--- src/rtl/timer16_pkg.sv ---
// timer16 shared definitions: register offsets, bit indices, CTRL layout.
package timer16_pkg;

  // Register offsets, taken from addr[3:1].
  localparam logic [2:0] CtrlOffset     = 3'd0;
  localparam logic [2:0] StatusOffset   = 3'd1;
  localparam logic [2:0] CountOffset    = 3'd2;
  localparam logic [2:0] ReloadOffset   = 3'd3;
  localparam logic [2:0] PrescaleOffset = 3'd4;

  // CTRL bit positions.
  localparam int unsigned CtrlEnBit   = 0;
  localparam int unsigned CtrlAutoBit = 1;
  localparam int unsigned CtrlIeBit   = 2;

  // STATUS bit positions.
  localparam int unsigned StatusOvfBit = 0;
  localparam int unsigned StatusRunBit = 1;

  // CTRL register layout; field order matches the bit indices above.
  typedef struct packed {
    logic ie;
    logic auto_reload;
    logic en;
  } ctrl_t;

  // Apply per-byte enables to a 16-bit register value.
  function automatic logic [15:0] byte_merge(input logic [15:0] old_val,
                                             input logic [15:0] new_val,
                                             input logic [1:0]  be);
    logic [15:0] result;
    result = old_val;
    if (be[0]) result[7:0]  = new_val[7:0];
    if (be[1]) result[15:8] = new_val[15:8];
    return result;
  endfunction

endpackage

--- src/rtl/timer16_if.sv ---
// CPU data-bus port into the timer16 register block.
interface timer16_if;
  logic [15:0] dread_addr;
  logic [15:0] dread_data;
  logic [15:0] dwrite_addr;
  logic [15:0] dwrite_data;
  logic [1:0]  dwrite_en;
  logic        interrupt;

  modport master (
    output dread_addr, dwrite_addr, dwrite_data, dwrite_en,
    input  dread_data, interrupt
  );

  modport slave (
    input  dread_addr, dwrite_addr, dwrite_data, dwrite_en,
    output dread_data, interrupt
  );
endinterface

--- src/rtl/timer16_prescaler.sv ---
// 8-bit prescaler: tick fires every div+1 clocks while enabled.
module timer16_prescaler (
  input  logic       clk,
  input  logic       reset,
  input  logic       en,
  input  logic       restart,
  input  logic [7:0] div,
  output logic       tick
);

  logic [7:0] pc_q, pc_d;

  assign tick = en & (pc_q == div);

  // Next prescale count: held at zero when disabled or restarted, wraps on tick.
  always_comb begin
    pc_d = pc_q;
    if (!en || restart) begin
      pc_d = '0;
    end else if (tick) begin
      pc_d = '0;
    end else begin
      pc_d = pc_q + 8'd1;
    end
  end

  // Prescale counter register.
  always_ff @(posedge clk or negedge reset) begin
    if (!reset) begin
      pc_q <= '0;
    end else begin
      pc_q <= pc_d;
    end
  end

endmodule

--- src/rtl/timer16.sv ---
// 16-bit down-counting timer with prescaler, auto-reload and W1C overflow status.
module timer16
  import timer16_pkg::*;
#(
  parameter logic [15:0] BASEADDR = 16'h0010
) (
  input  logic      clk,
  input  logic      reset,
  timer16_if.slave  bus
);

  ctrl_t       ctrl_q, ctrl_d;
  logic        ovf_q, ovf_d;
  logic [15:0] count_q, count_d;
  logic [15:0] reload_q, reload_d;
  logic [7:0]  prescale_q, prescale_d;
  logic [15:0] dread_data_q, rd_val;

  logic        wr_hit, rd_hit;
  logic [2:0]  wr_off, rd_off;
  logic        wr_ctrl, wr_status, wr_count, wr_reload, wr_prescale;
  logic [1:0]  be;
  logic [15:0] wdata;
  logic        tick, ovf_set, ovf_clr, en_rise, restart;

  // addr[0] is don't-care: registers are halfword-addressed.
  logic unused_addr_lsb;
  assign unused_addr_lsb = bus.dwrite_addr[0] ^ bus.dread_addr[0];

  assign be     = bus.dwrite_en;
  assign wdata  = bus.dwrite_data;
  assign wr_hit = (bus.dwrite_addr[15:4] == BASEADDR[15:4]) && (be != 2'b00);
  assign wr_off = bus.dwrite_addr[3:1];
  assign rd_hit = (bus.dread_addr[15:4] == BASEADDR[15:4]);
  assign rd_off = bus.dread_addr[3:1];

  assign wr_ctrl     = wr_hit && (wr_off == CtrlOffset);
  assign wr_status   = wr_hit && (wr_off == StatusOffset);
  assign wr_count    = wr_hit && (wr_off == CountOffset);
  assign wr_reload   = wr_hit && (wr_off == ReloadOffset);
  assign wr_prescale = wr_hit && (wr_off == PrescaleOffset);

  // Underflow set takes priority over a same-cycle W1C clear.
  assign ovf_set = tick && (count_q == 16'd0);
  assign ovf_clr = wr_status && be[0] && wdata[StatusOvfBit];

  // Prescaler restarts on any PRESCALE write or when the timer is switched on.
  assign en_rise = ctrl_d.en & ~ctrl_q.en;
  assign restart = wr_prescale | en_rise;

  timer16_prescaler u_prescaler (
    .clk     (clk),
    .reset   (reset),
    .en      (ctrl_q.en),
    .restart (restart),
    .div     (prescale_q),
    .tick    (tick)
  );

  // Next register state: counter action first, CPU writes override it.
  always_comb begin
    ctrl_d     = ctrl_q;
    count_d    = count_q;
    reload_d   = reload_q;
    prescale_d = prescale_q;
    ovf_d      = ovf_set | (ovf_q & ~ovf_clr);

    if (tick) begin
      if (count_q != 16'd0) begin
        count_d = count_q - 16'd1;
      end else if (ctrl_q.auto_reload) begin
        count_d = reload_q;
      end else begin
        ctrl_d.en = 1'b0;
      end
    end

    if (wr_ctrl && be[0]) ctrl_d = ctrl_t'(wdata[2:0]);
    // Merging against count_q drops any same-cycle decrement or reload.
    if (wr_count) count_d = byte_merge(count_q, wdata, be);
    if (wr_reload) reload_d = byte_merge(reload_q, wdata, be);
    if (wr_prescale && be[0]) prescale_d = wdata[7:0];
  end

  // Register file state.
  always_ff @(posedge clk or negedge reset) begin
    if (!reset) begin
      ctrl_q     <= '0;
      ovf_q      <= 1'b0;
      count_q    <= '0;
      reload_q   <= '0;
      prescale_q <= '0;
    end else begin
      ctrl_q     <= ctrl_d;
      ovf_q      <= ovf_d;
      count_q    <= count_d;
      reload_q   <= reload_d;
      prescale_q <= prescale_d;
    end
  end

  // Read mux over pre-edge register values; unused offsets read zero.
  always_comb begin
    rd_val = '0;
    case (rd_off)
      CtrlOffset: rd_val[2:0] = ctrl_q;
      StatusOffset: begin
        rd_val[StatusOvfBit] = ovf_q;
        rd_val[StatusRunBit] = ctrl_q.en;
      end
      CountOffset:    rd_val = count_q;
      ReloadOffset:   rd_val = reload_q;
      PrescaleOffset: rd_val[7:0] = prescale_q;
      default:        rd_val = '0;
    endcase
  end

  // Registered read data, zero outside the window so the system can OR it.
  always_ff @(posedge clk or negedge reset) begin
    if (!reset) begin
      dread_data_q <= '0;
    end else begin
      dread_data_q <= rd_hit ? rd_val : 16'h0000;
    end
  end

  assign bus.dread_data = dread_data_q;
  assign bus.interrupt  = ovf_q & ctrl_q.ie;

endmodule

--- src/flat_wrapper.sv ---
// flat-port wrapper written by rule: the top's interface ports become plain ports
module timer16_flat import timer16_pkg::*;
#(
  parameter logic [15:0] BASEADDR = 16'h0010
)
  (clk, reset, bus_dread_addr, bus_dwrite_addr, bus_dwrite_data, bus_dwrite_en, bus_dread_data, bus_interrupt);
  timer16_if bus_i ();
  input  logic clk;
  input  logic reset;
  input wire logic [$bits(bus_i.dread_addr)-1:0] bus_dread_addr;
  input wire logic [$bits(bus_i.dwrite_addr)-1:0] bus_dwrite_addr;
  input wire logic [$bits(bus_i.dwrite_data)-1:0] bus_dwrite_data;
  input wire logic [$bits(bus_i.dwrite_en)-1:0] bus_dwrite_en;
  output wire logic [$bits(bus_i.dread_data)-1:0] bus_dread_data;
  output wire logic [$bits(bus_i.interrupt)-1:0] bus_interrupt;
  assign bus_i.dread_addr = bus_dread_addr;
  assign bus_i.dwrite_addr = bus_dwrite_addr;
  assign bus_i.dwrite_data = bus_dwrite_data;
  assign bus_i.dwrite_en = bus_dwrite_en;
  assign bus_dread_data = bus_i.dread_data;
  assign bus_interrupt = bus_i.interrupt;
  timer16 #(.BASEADDR(BASEADDR)) u_core (.clk(clk), .reset(reset), .bus(bus_i));
endmodule
--- config.mk ---
export PLATFORM = sky130hd
export DESIGN_NAME = timer16_flat
export DESIGN_NICKNAME = d
export VERILOG_FILES = /design/src/rtl/timer16_pkg.sv /design/src/rtl/timer16_if.sv /design/src/rtl/timer16_prescaler.sv /design/src/rtl/timer16.sv /design/src/flat_wrapper.sv
export SDC_FILE = /design/constraint.sdc
export NUM_CORES = 1
export LEC_CHECK = 0
export CAP_MARGIN = 15
export CORE_MARGIN = 2
export CORE_UTILIZATION = 57
export DETAILED_ROUTE_END_ITERATION = 16
export PLACE_DENSITY = 0.86
export SETUP_SLACK_MARGIN = 0.05
export SLEW_MARGIN = 20
export SYNTH_ARGS = -nofsm -noshare
export SYNTH_HDL_FRONTEND = slang
export SYNTH_SLANG_ARGS = --single-unit
--- constraint.sdc ---
create_clock -name clk -period 4.21 [get_ports clk]
set_input_delay 0.6315 -clock clk [delete_from_list [all_inputs] [get_ports clk]]
set_output_delay 0.6315 -clock clk [all_outputs]
set_load 0.1 [all_outputs]
* Word-level counts from Yosys, hierarchy flattened *
Index checks and enable logic that the tools add are counted.

storage, ports and cells
  bits in registers = 68
  input port bits = 52
  output and inout bits = 17
  word-level logic and storage cells = 75

operators by class
  $add $sub $neg = 2
  equality and inequality tests = 13
  mux-type cells = 17
  bitwise operators = 8
  reduce and logical (&&, ||, !) cells = 24

operators by type and width
  operator                                                               count
  16-bit two-way mux                                                     5
  8-bit two-way mux                                                      4
  12-bit by 1-bit == test with 1-bit output (second input constant)      2
  16-bit logical NOT                                                     1
  8-bit case mux with 2 select lines                                     1
  16-bit nonzero test                                                    1
  16-bit by 1-bit subtractor with 16-bit output (second input constant)  1
  5-bit case mux with 3 select lines                                     1
  3-bit by 2-bit == test with 1-bit output (second input constant)       4
  1-bit logical AND                                                      11
  2-bit case mux with 5 select lines                                     1
  8-bit by 1-bit adder with 8-bit output (second input constant)         1
  8-bit == test                                                          1
  3-bit by 1-bit == test with 1-bit output (second input constant)       2
  3-bit == test (second input constant)                                  2
  3-bit logical NOT                                                      2
  3-bit AND reduction                                                    2
  1-bit bitwise AND                                                      4
  1-bit two-way mux                                                      4
  2-bit != test (second input constant)                                  2
  1-bit case mux with 4 select lines                                     1
  2-bit AND reduction                                                    2
  2-bit nonzero test                                                     2
  3-bit nonzero test                                                     1
  other kinds (4)                                                        6

* Logic depth before layout (Yosys ltp) *
  word-level depth = 9
  depth in mapped cells = 9
  depth with buffers taken out = 8

* Modules after synthesis *
A second synthesis with hierarchy kept.

unflattened totals
  cell total of the unflattened synthesis = 375
  area, all modules = 3784.9 um^2

by module, submodules not included
  module             instances  cells each  area an instance (um^2)  seq. area each (um^2)
  timer16            1          327         3256.9                   1501.4
  timer16_prescaler  1          48          528.0                    200.2

* Worst setup path after synthesis *
No wires, ideal clock.

  kind = input to register
  start = input port bus_dwrite_addr[7]
  end = register u_core.count_q[10]
  setup time = 128 ps
  data arrival time = 2150 ps
  data required time = 4082 ps
  slack = 1932 ps
  cell stages on the path = 8
  buffers on the path = 2
  cells stage by stage = nor4b_1 > and4_1 > and2_1 > clkbuf_2 > nor3_2 > a21o_1 > buf_4 > mux2_1

on the way
  word-level cells in the longest chain between the ends = 5
  elaborated cells between the ends (all ways) = 8
  classes of those cells = eq/ne (2); mux (1); reduce/logical (5)

ends and longest elaborated chain
  item                                                          RTL line            RTL
  from (decl)                                                   flat_wrapper.sv:11  input wire logic [$bits(bus_i.dwrite_addr)-1:0] bus_dwrite_addr;
  12-bit by 1-bit == test with 1-bit output (*)                 timer16.sv:32       assign wr_hit = (bus.dwrite_addr[15:4] == BASEADDR[15:4]) && (be != 2'b00);
  1-bit logical AND (*)                                         timer16.sv:32
  1-bit logical AND (*)                                         timer16.sv:39       assign wr_count = wr_hit && (wr_off == CountOffset);
  2-bit != test (no source line), or another cell as far along  -
  3-bit AND reduction (no source line)                          -
  to (signal assigned)                                          timer16.sv:96       count_q <= count_d;
  to (decl)                                                     timer16.sv:14       logic [15:0] count_q, count_d;

Every way passes the cells marked *; elsewhere a longest branch is shown, timed or not.
A chain may end at the register's enable or synchronous reset.

* Worst setup path after layout *
  start = register u_core.count_q[0]
  end = register u_core.count_q[11]

on the way
  word-level cells in the longest chain between the ends = 4
  elaborated cells between the ends (all ways) = 7
  classes of those cells = add/sub (1); mux (3); reduce/logical (3)

ends and longest elaborated chain
  item                                                                                         RTL line                      RTL
  16-bit by 1-bit subtractor with 16-bit output / 16-bit nonzero test (equally long branches)  timer16.sv:70, timer16.sv:69
  16-bit two-way mux                                                                           timer16.sv:69                 if (count_q != 16'd0) begin
  16-bit two-way mux                                                                           timer16.sv:68                 if (tick) begin
  16-bit two-way mux                                                                           timer16.sv:80                 if (wr_count) count_d = byte_merge(count_q, wdata, be);

Several ways; a longest one is shown, not always the timed one. The select of a mux whose other input is x is not followed.

==> summary.md <==
| Metric | Value |
|---|---|
| Status | `completed` |
| IO Pins | `69` |
| Die area | `about 7300 um2` |
| Final min period | `between 2 and 3 ns` |
| #FFs+latches synth | `68` |
| DPL Wire Length | `6510 um` |
| Clock skew | `0.00941 ns` |
| Core Area | `between 6000 and 7000 um2` |
| H-tree levels | `3` |
| Vias in the first global route | `3184` |
| Gr usage total | `27.0%` |
| RSZ-0062 raised after global routing | `false` |
| Most common flop cell mapped by yosys | `dfrtp_1` |
| Syn Inst Count | `379` |
| Share of Yosys cell area claimed by the top area cell type | `a little under half` |
| DRC | `0` |
| Post-route ant nets | `0` |
| Port bufs | `66` |
| DP Area | `4460 um2` |
| First-pass GRT wire length | `15300 um` |
| Vias per cell | `6.28` |
| Required @ worst endpoint | `4.44 ns` |
| R2R depth | `8` |
| Worst-Skew Late Latency | `0.35 ns` |
| Max clock buf depth | `2` |
| VDD IR-drop max | `between 0.2 and 0.3 mV` |
| Gr ovfl total | `0` |
| Initial antenna violation count | `0` |
| Number of enable flip-flop cells after synthesis | `0` |
| Sequential cell area | `between 1500 and 2000 um2` |
| Routed wire length | `a little over 9000 um` |
| Post-Route Setup TNS | `0 ns` |
| Row cnt | `29` |
| Hold/Removal Path Class | `in2async` |
| Post-CTS setup buffer count | `0` |
| Worst R2R Setup Slack | `between 1 and 1.5 ns` |
| Initial Util | `59.2%` |
| First-pass detailed-route iteration total | `5` |
| Reg2Reg Launch Point | `u_core.count_q[0]$_DFFE_PN0P_` |
| Commonest non-fill, non-tap cell in the layout | `dfrtp_1` |
| ANT cells | `0` |
| Largest cells by area after synthesis | `dfrtp_1 (45%), mux2_2 (7.7%), mux2i_1 (5.6%)` |
| Final Hold Viols | `0` |
| Mapped cell area | `roughly 3800 um2` |
| Pin count of the biggest net entering global routing | `41` |
| Max Slew Vio Count | `0` |
| Final Cycle Share | `66.0%` |
| Post-Syn Nets | `434` |
| CP startpoint | `u_core.count_q[0]$_DFFE_PN0P_` |
| Routability cong. | `0.863` |
| WL/cell | `17.6 um` |
| Most frequent cells in the layout | `dfrtp_1 (68), clkdlybuf4s50_1 (64), nor2_1 (48)` |
| Nets | `approximately 500` |
| Area of the multi-input gates | `1950 um2` |
| Slew @ Worst Pin | `0.976 ns` |
| Final setup viols | `0` |
| Root buf cell | `clkbuf_8` |
| Number of CTS-inserted buffers | `9` |
| Die Y | `85.4 um` |
| Final Hold Slack | `between 0.3 and 0.4 ns` |
| Fmax | `0.360 GHz` |
| Layout cells sized above 1 | `around 13%` |
| Mean Syn Cell Area | `9.98 um2` |
| Ys async rst share | `100%` |
| Hold-fix buffers, CTS | `0` |
| Final-layout fill cell count | `475` |
| Leak | `about 2.1 nW` |
| CTS tree | `yes` |
| Max_cap viols | `0` |
| Crit-path max FO | `17` |
| Clock-pin slew on the worst setup and hold paths | `0.08 ns` |
| Die width | `between 80 and 90 um` |
| Kind of critical path | `reg2reg` |
| Largest area contributor in the netlist | `dfrtp_1` |
| Sequential-to-total area share from yosys stat | `45.0%` |
| PwrDens | `376 nW/um2` |
| Fin area | `4660 um2` |
| Clock sink total | `68` |
| Library cells used by synthesis | `62` |
| CP startpoint kind | `flop` |
| Ys Warns | `0` |
| Worst rel slew slack | `34.7%` |
| DR vias | `roughly 3300` |
| Resized Gates After CTS | `0` |
| Synth-to-Final Area Change | `23.2%` |
| Initial DRC Count | `325` |
| Worst Path Arrival | `3.01 ns` |
| Crit. End Element | `flop` |
==> stage by stage <==
stage               cells  utilization (%)  setup WS (ns)  power, W
floorplan             379                -           1.93   0.00109
global placement      506             69.8           1.19   0.00119
detailed placement    506             69.8           1.17   0.00121
CTS                   522             73.0           1.47   0.00175
global route          522             72.9           1.19   0.00184
finish                522             72.9           1.43   0.00175
==> synthesized netlist by cell type (all sizes together), types with 4 or more instances <==
master  instances
clkbuf         11
o21ai          15
nor2           49
nand2          20
xnor2           9
mux2           30
inv             8
nand4           4
o31ai           4
xor2            8
a21oi          25
mux2i          21
or4             5
nor4            8
nand3          15
o211ai          4
buf             8
nor3           13
dfrtp          68
and3            4
==> final timing paths <==
kind / to
worst max-delay path: u_core.count_q[11]$_DFFE_PN0P_
worst min-delay path: u_core.u_prescaler.pc_q[5]$_DFF_PN0_
worst max register to register: u_core.count_q[11]$_DFFE_PN0P_
worst min register to register: u_core.reload_q[11]$_DFFE_PN0P_
max in group asynchronous: u_core.bus.dread_data[4]$_DFF_PN0_
min in group clk: u_core.reload_q[11]$_DFFE_PN0P_
==> critical path, cell delays in order (launching register included) <==
cell and delay, ns:
dfrtp_1 0.47, inv_1 0.12, ha_1 0.17, nor4b_2 0.34, nand4_2 0.50, nor2_2 0.28, nor3_2 0.10, a21o_1 0.31
mux2_1 0.36
==> power by group <==
group	switching, W	total, W	internal, W
Combinational	0.000218	0.000420	0.000201
Sequential	0.0000895	0.000786	0.000697
Clock	0.000257	0.000546	0.000288
Total	0.000565	0.00175	0.00119
==> per-layer routing <==
metal / routed length, um / GRT usage (%) / up-vias
met1: 3850 / 35.9 / 1592
li1: - / - / 1499
met4: 257 / 12.8 / 0
met2: 4480 / 43.3 / 159
met5: 0 / 0 / -
met3: 608 / 4.38 / 28
==> logic make-up (layout without fill, tap and decap cells) <==
family | count (synthesis) | after routing | share of synthesized area [%]
buffers and inverters | 27 | 93 | 3.31
DFF | 68 | 68 | 45.0
AOI/OAI and AO/OA | 67 | 67 | 11.0
xor gates and xnor gates | 17 | 17 | 3.94
and+or+nand+nor | 145 | 145 | 20.6
adders and majority gates | 3 | 3 | 0.993
muxes | 52 | 52 | 15.2
==> area by class of cell <==
class / instances / area share, %
Clock buffer: 10 / 2.96
Clock inverter: 6 / 1.37
Inverter: 8 / 0.645
Multi-Input combinational cell: 284 / 42.0
Sequential cell: 68 / 36.5
Tap cell: 77 / 2.07
Timing Repair Buffer: 69 / 14.5
==> state kept, by name, summed over array words and instances (netlist names), named ones only <==
| register | count |
|---|---|
| u_core.ctrl_q | 2 |
| u_core.prescale_q | 8 |
| u_core.u_prescaler.pc_q | 8 |
| u_core.reload_q | 16 |
| u_core.ovf_q | 1 |
| u_core.count_q | 16 |
| u_core.bus.dread_data | 16 |
No activity file was read; power rests on OpenSTA's default activity.
